### src/rtl/countdown_timer_ctrl.sv
// countdown_timer_ctrl: M:SS BCD countdown with a second-tick prescaler
// and IDLE/RUN/PAUSE/ALARM sequencing of preset, run, pause and alarm.
module countdown_timer_ctrl #(
    parameter int TICK_DIV  = 24000,
    parameter int ALARM_SEC = 3
) (
    input  logic       clk,
    input  logic       res,
    input  logic       start,
    input  logic       pause,
    input  logic       clr,
    input  logic       load,
    input  logic [3:0] pre_min,
    input  logic [2:0] pre_sec_t,
    input  logic [3:0] pre_sec_u,
    output logic [3:0] min,
    output logic [2:0] sec_t,
    output logic [3:0] sec_u,
    output logic [1:0] state,
    output logic       s_pulse,
    output logic       alarm
);

    typedef enum logic [1:0] {
        IDLE  = 2'd0,
        RUN   = 2'd1,
        PAUSE = 2'd2,
        ALARM = 2'd3
    } state_t;

    localparam int PW = (TICK_DIV > 1) ? $clog2(TICK_DIV) : 1;
    localparam logic [PW-1:0] PRESC_MAX = PW'(TICK_DIV - 1);
    localparam logic [3:0] ALARM_LAST = 4'(ALARM_SEC - 1);

    state_t        st_q;
    state_t        st_d;
    logic [PW-1:0] presc_q;
    logic [PW-1:0] presc_d;
    logic [PW-1:0] presc_inc;
    logic [3:0]    acnt_q;
    logic [3:0]    acnt_d;
    logic [3:0]    min_d;
    logic [2:0]    sec_t_d;
    logic [3:0]    sec_u_d;
    logic          s_pulse_d;
    logic          tick;
    logic          cur_zero;
    logic [3:0]    dec_min;
    logic [2:0]    dec_sec_t;
    logic [3:0]    dec_sec_u;
    logic          dec_zero;
    logic [3:0]    cl_min;
    logic [2:0]    cl_sec_t;
    logic [3:0]    cl_sec_u;

    assign state     = st_q;
    assign tick      = ((st_q == RUN) || (st_q == ALARM)) && (presc_q == PRESC_MAX);
    assign presc_inc = (presc_q == PRESC_MAX) ? '0 : presc_q + PW'(1);
    assign cur_zero  = (min == 4'd0) && (sec_t == 3'd0) && (sec_u == 4'd0);
    assign dec_zero  = (dec_min == 4'd0) && (dec_sec_t == 3'd0) && (dec_sec_u == 4'd0);

    assign cl_min   = (pre_min > 4'd9) ? 4'd9 : pre_min;
    assign cl_sec_t = (pre_sec_t > 3'd5) ? 3'd5 : pre_sec_t;
    assign cl_sec_u = (pre_sec_u > 4'd9) ? 4'd9 : pre_sec_u;

    // BCD borrow chain; min cannot underflow since 0:00 never stays in RUN
    always_comb begin
        dec_min   = min;
        dec_sec_t = sec_t;
        dec_sec_u = sec_u - 4'd1;
        if (sec_u == 4'd0) begin
            dec_sec_u = 4'd9;
            dec_sec_t = sec_t - 3'd1;
            if (sec_t == 3'd0) begin
                dec_sec_t = 3'd5;
                dec_min   = min - 4'd1;
            end
        end
    end

    always_comb begin
        st_d      = st_q;
        presc_d   = presc_q;
        acnt_d    = acnt_q;
        min_d     = min;
        sec_t_d   = sec_t;
        sec_u_d   = sec_u;
        s_pulse_d = 1'b0;
        unique case (st_q)
            IDLE: begin
                if (clr) begin
                    min_d   = 4'd0;
                    sec_t_d = 3'd0;
                    sec_u_d = 4'd0;
                end else if (start && !cur_zero) begin
                    st_d    = RUN;
                    presc_d = '0;
                end else if (load) begin
                    min_d   = cl_min;
                    sec_t_d = cl_sec_t;
                    sec_u_d = cl_sec_u;
                end
            end
            RUN: begin
                if (clr) begin
                    st_d    = IDLE;
                    presc_d = '0;
                    min_d   = 4'd0;
                    sec_t_d = 3'd0;
                    sec_u_d = 4'd0;
                end else if (pause) begin
                    st_d = PAUSE;
                end else begin
                    presc_d = presc_inc;
                    if (tick) begin
                        min_d     = dec_min;
                        sec_t_d   = dec_sec_t;
                        sec_u_d   = dec_sec_u;
                        s_pulse_d = 1'b1;
                        if (dec_zero) begin
                            st_d    = ALARM;
                            presc_d = '0;
                            acnt_d  = 4'd0;
                        end
                    end
                end
            end
            PAUSE: begin
                if (clr) begin
                    st_d    = IDLE;
                    presc_d = '0;
                    min_d   = 4'd0;
                    sec_t_d = 3'd0;
                    sec_u_d = 4'd0;
                end else if (start) begin
                    st_d = RUN;
                end
            end
            ALARM: begin
                if (clr || start) begin
                    st_d    = IDLE;
                    presc_d = '0;
                    acnt_d  = 4'd0;
                end else begin
                    presc_d = presc_inc;
                    if (tick) begin
                        s_pulse_d = 1'b1;
                        if (acnt_q == ALARM_LAST) begin
                            st_d    = IDLE;
                            presc_d = '0;
                            acnt_d  = 4'd0;
                        end else begin
                            acnt_d = acnt_q + 4'd1;
                        end
                    end
                end
            end
        endcase
    end

    always_ff @(posedge clk or negedge res) begin
        if (!res) begin
            st_q    <= IDLE;
            presc_q <= '0;
            acnt_q  <= 4'd0;
            min     <= 4'd0;
            sec_t   <= 3'd0;
            sec_u   <= 4'd0;
            s_pulse <= 1'b0;
            alarm   <= 1'b0;
        end else begin
            st_q    <= st_d;
            presc_q <= presc_d;
            acnt_q  <= acnt_d;
            min     <= min_d;
            sec_t   <= sec_t_d;
            sec_u   <= sec_u_d;
            s_pulse <= s_pulse_d;
            alarm   <= (st_d == ALARM);
        end
    end

endmodule

### config.mk
export PLATFORM = sky130hd
export DESIGN_NAME = countdown_timer_ctrl
export DESIGN_NICKNAME = d
export VERILOG_FILES = /design/src/rtl/countdown_timer_ctrl.sv
export SDC_FILE = /design/constraint.sdc
export NUM_CORES = 1
export LEC_CHECK = 0
export CORE_UTILIZATION = 50
export CTS_CLUSTER_DIAMETER = 30
export DETAILED_ROUTE_END_ITERATION = 12
export GPL_TIMING_DRIVEN = 0
export PLACE_DENSITY_LB_ADDON = 0.3
export SYNTH_ARGS = -nofsm -noshare
export SYNTH_HDL_FRONTEND = slang
export SYNTH_SLANG_ARGS = --single-unit
### constraint.sdc
create_clock -name clk -period 2.3 [get_ports clk]
set_input_delay 0.345 -clock clk [delete_from_list [all_inputs] [get_ports clk]]
set_output_delay 0.345 -clock clk [all_outputs]
set_load 0.05 [all_outputs]
Word-level counts from Yosys, hierarchy flattened
Cells that the tools add are included.

cells by class
  $add $sub $neg = 5
  magnitude comparators = 3
  eq/ne operators = 18
  muxes and demuxes = 68
  reduce and logical (&&, ||, !) cells = 21

operator list
  cell                     number
  $mux W15                 11
  $mux W4                  25
  $pmux W15 S4             1
  $mux W3                  10
  $pmux W4 S3              2
  $mux W2                  11
  $logic_not A4 Y1         4
  $add A15 B1 Y15 const B  1
  $eq A15 B15 Y1 const B   1
  $ne A2 B2 Y1 const B     7
  $ne A3 B3 Y1 const B     4
  $reduce_and A6 Y1        2
  $pmux W3 S3              1
  $gt A4 B4 Y1 const B     2
  $pmux W2 S4              1
  $pmux W4 S2              1
  $sub A4 B1 Y4 const B    2
  $eq A2 B2 Y1 const B     3
  $logic_and A1 B1 Y1      6
  $logic_not A3 Y1         2
  $add A4 B1 Y4 const B    1
  $eq A4 B2 Y1 const B     1
  $mux W1                  4
  $reduce_and A4 Y1        1
  10 further kinds         11

storage, ports and cells
  bits in registers = 34
  word-level logic and storage cells = 123

Longest topological paths before layout
Gate-level depths: netlist (run 1).

  depth after elaboration = 12
  depth in mapped cells = 9
  mapped depth without buffers = 7

Least setup slack after synthesis (run 1)
Ideal clock, no wire load.

  path type = flip-flop to flip-flop
  from = reg st_q[0] (netlist: state[0])
  to = reg acnt_q[0]
  setup time = 0.125 ns
  arrival = 2.341 ns
  data required time = 2.175 ns
  setup slack = -0.166 ns
  cell stages (with the launch flop) = 8
  period minus slack after synthesis = 2.466 ns
  cells stage by stage = dfrtp_1 > ha_1 > buf_2 > or3b_2 > nor4_4 > o21ai_2 > a21oi_4 > mux2_4

between the ends
  cells in the longest elaborated chain, start to end = 5
  elaborated cells between the ends (all ways) = 12
  classes of those cells = 7 x eq/ne; 1 x mux; 4 x reduce/logical

RTL lines
  item                                                                  RTL line  text
  start, declared                                                       35        state_t st_q;
  start signal, assigned                                                172       st_q <= st_d;
  $eq A2 B1 Y1 / $eq A2 B2 Y1 (equally long branches)                   57, 89
  $logic_or A1 B1 Y1                                                    57        assign tick = ((st_q == RUN) || (st_q == ALARM)) && (presc_q == PRESC_MAX);
  $logic_and A1 B1 Y1                                                   57
  $ne A3 B2 Y1 (no source line) / $ne A2 B2 Y1 (equally long branches)  -
  $reduce_and A6 Y1 (no source line)                                    -
  end signal, assigned                                                  174       acnt_q <= acnt_d;
  end, declared                                                         40        logic [3:0] acnt_q;

Parallel ways exist; a longest one is shown, timed or not.
A chain may end at the register's enable or synchronous reset.

Worst setup path in the final report (run 1)
  from = reg presc_q[6]
  to = reg sec_u[0]

between the ends
  cells in the longest elaborated chain, start to end = 4

RTL lines
  item                                RTL line  text
  start, declared                     37        logic [PW-1:0] presc_q;
  start signal, assigned              173       presc_q <= presc_d;
  $eq A15 B15 Y1                      57
  $logic_and A1 B1 Y1                 57
  $ne A3 B3 Y1 (no source line)       -
  $reduce_and A6 Y1 (no source line)  -
  end signal, assigned                177       sec_u <= sec_u_d;
  end, declared                       18        output logic [3:0] sec_u,

Every way passes these cells.

==> metrics, run 1 <==
Antenna diodes=0; Post-Syn Area=2512 um2; Area Growth Syn to Fin=25.05%; die height=between 70 and 80 um; Sequential Area=between 800 and 900 um2; Initial Util=between 50% and 60%; setup ws final=around 0.080 ns; Rows=25; aggregate global routing overflow=0; fin crit share=between 90% and 100%; startpoint types=flip-flop; Final setup viols=0; Reg2Reg Setup Slack=around 0.080 ns; Slew Limit Fails=0; Comb power frac=around three fifths; post-placement cell area=between 2000 and 3000 um2; worst hold margin=0.1061 ns; switching power=around 1700 uW; routability cong.=~0.9; via count=about 2500; Die Span X=around 73 um; total core area=4786 um2; YS warnings=0; CP max stage cell=or4b_1; slew margin rel.=between 30% and 40%; Worst EP required=between 2 and 2.5 ns; sequential-to-total area share from yosys stat=33.86%; post-route cell area=about 3100 um2; FF-to-FF End=sec_u[0]; Post-synth EDFFs=0; Crit. End Element=flip-flop; crit-path max cell delay=0.55 ns; Synth Register Bits=34; area of the multi-input gates=around 1600 um2; Worst-Skew Late Latency=roughly 0.30 ns; initial antenna violation count=0; Detailed Routing Iterations Pass 1=5; top_reg_cell synth=dfrtp_1; Mapped Cells=between 200 and 300; crit path cell chain=or4b_1 > o41ai_2 > a31oi_1 > buf_2 > nor2_4 > mux2_2; CTS max path bufs=2; placed wire-length estimate=4.498 mm; VDD IR max=0.0005316 V; cts hold-fix bufs=0; die area=roughly 5300 um2; layout cells sized above 1=about 18%; RSZ-0062 raised after global routing=no; GR Util All Layers=approximately a quarter; Root Buffer Master=clkbuf_8; clk_skew=approximately 0.0071 ns; vias per std cell=6.243; status=finished, final reports clean; number of global-route vias before repair=2248; Routed wire per std cell=about 17 um; Final min period=approximately 2.2 ns; Inserted Clock Buffers=5; Clock Sink Count=34; critical path peak fanout=10; pre-CTS WS=-0.2953 ns; static leakage=~0.0013 uW; first-pass GRT wire length=10.68 mm; Top delay family on crit path=simple AND/OR/NAND/NOR gates; drt total wl=between 6 and 7 mm; Fmax achieved=about 0.45 GHz; final hold vios=0; post-route ant nets=0; sequential power share=about 25%; pwr dens=between 1000 and 1500 nW/um2; critical path class=reg -> reg; worst slew pin tran=approximately 0.9 ns; critical path arrival=~2.4 ns; fin nets=roughly 360; WP buf/inv=1; IO Port Bufs=31; Worst R2R Path Depth=6; CTS H-tree lvls=2; Worst R2R Start=presc_q[6]; Initial DRC Count=roughly 250; CTS tree=done; Ports=32; Syn Nets=around 310; Clk network pwr share=between 10% and 20%; asr flop ratio synth=100.0%; fin util=65.65%; post-synthesis cell type count=67; # fillers=420; DRC=0; # Max-Cap Violations=0; Sw Share=49.68%; hold crit path type=in -> async; Avg Cell Area, Syn=between 8 and 9 um2; total internal power=1684 uW; largest net degree at the start of global routing=35; clock-pin slew on the worst setup and hold paths=around 0.08 ns
[Yosys cell counts (5+ instances only)]
| library cell | n | area [um2] |
|---|---|---|
| o31ai_1 | 5 | 37.54 |
| nor3_1 | 12 | 60.06 |
| a211oi_1 | 6 | 45.04 |
| nor2_1 | 24 | 90.09 |
| o21ai_1 | 6 | 30.03 |
| dfrtp_1 | 34 | 850.8 |
| nand3_1 | 13 | 65.06 |
| o21ai_0 | 20 | 100.1 |
| clkbuf_1 | 8 | 30.03 |
| xnor2_1 | 6 | 52.55 |
| ha_1 | 10 | 125.1 |
| and3_1 | 6 | 37.54 |
| a21oi_1 | 15 | 75.07 |
| nand2_1 | 14 | 52.55 |
| inv_1 | 15 | 56.30 |
[routing by layer]
| metal | vias to the layer above | share of wire (%) | global-route usage [%] |
|---|---|---|---|
| met5 | - | 0 | 0 |
| met4 | 0 | 2.1 | 9.368 |
| met3 | 24 | 7.2 | 5.110 |
| met2 | 127 | 48 | 41.64 |
| met1 | 1179 | 42 | 34.80 |
| li1 | 1167 | - | - |
[flip-flops by register name (all words and copies together), names as in the netlist]
name,flops
presc_q,15
acnt_q,4
min,4
sec_u,4
sec_t,3
state,2
alarm,1
s_pulse,1
[metrics by stage]
step,power [uW],setup TNS (ns),instances
after CTS,3181,0,395
final,3346,0,400
after global routing,3536,0,400
after floorplan,2166,0,285
after global placement,2650,-4.358,383
after detailed placement,2682,-4.482,383
[power by group through the flow]
| stage | Clock (uW) | Sequential (uW) | Combinational [uW] |
|---|---|---|---|
| after floorplan | 0 | 1130 | 1040 |
| after global placement | 0 | 875 | 1780 |
| after detailed placement | 0 | 881 | 1800 |
| after CTS | 460 | 844 | 1880 |
| after global routing | 483 | 856 | 2200 |
| final | 451 | 844 | 2050 |
[placed cells by master, fill, tap and decap left out, drive strengths merged, types with 3 or more instances in the layout]
master	n
a2111oi	5
a211oi	6
a21o	3
a21oi	16
a31oi	3
and2	3
and3	6
buf	16
clkbuf	11
clkdlybuf4s50	29
dfrtp	34
ha	10
inv	15
mux2	3
nand2	14
nand3	13
nand4	4
nand4b	3
nor2	26
nor2b	4
nor3	12
nor3b	3
nor4	5
o211ai	3
o21ai	27
o22ai	3
o2bb2ai	3
o31ai	5
or2	3
or3	3
or4	3
xnor2	6
[final cells by class]
class | count | area share [%]
Sequential cell | 34 | 27.36
Clock inverter | 3 | 0.6770
Multi-Input combinational cell | 224 | 51.21
Inverter | 15 | 1.792
Buffer | 10 | 1.673
Timing Repair Buffer | 42 | 12.43
Tap cell | 67 | 2.668
Clock buffer | 5 | 2.190
[timing repair]
action / CTS / global route
buffers inserted: 4 / 7
resized for setup: 2 / 16
endpoints found under the setup margin: 14 / 25
pin swaps: 1 / 4
hold endpoints to repair: 0 / 0
[how the worst max path moves through the flow]
stage / start / to / slack (ns) / cells past startpoint
after global routing: presc_q[6] / sec_u[0] / 0.02 / 6
after floorplan: state[1] / acnt_q[0] / 0.01 / 8
after global placement: pause / sec_u[0] / -0.28 / 7
after detailed placement: pause / sec_u[0] / -0.30 / 7
final: presc_q[6] / sec_u[0] / 0.08 / 6
after CTS: pause / sec_u[0] / 0.006 / 7
[cells by family (layout without fill, tap and decap cells)]
group | Yosys count | after routing | synth area share [%]
multiplexers | 4 | 4 | 2.042
flip-flops | 34 | 34 | 33.86
AND/OR/NAND/NOR | 114 | 114 | 26.84
AO/OA/AOI/OAI | 90 | 90 | 25.70
adder cells (fa/ha/maj) | 10 | 10 | 4.980
XOR/XNOR | 6 | 6 | 2.092
buffers and inverters | 27 | 75 | 4.482
(Power assumes the default switching activity.)
==> run 2: changes to the inputs <==
- CAP_MARGIN: not set -> 20
==> results of run 2 <==
No change in the layout: final DEF, timing and power equal those of run 1.
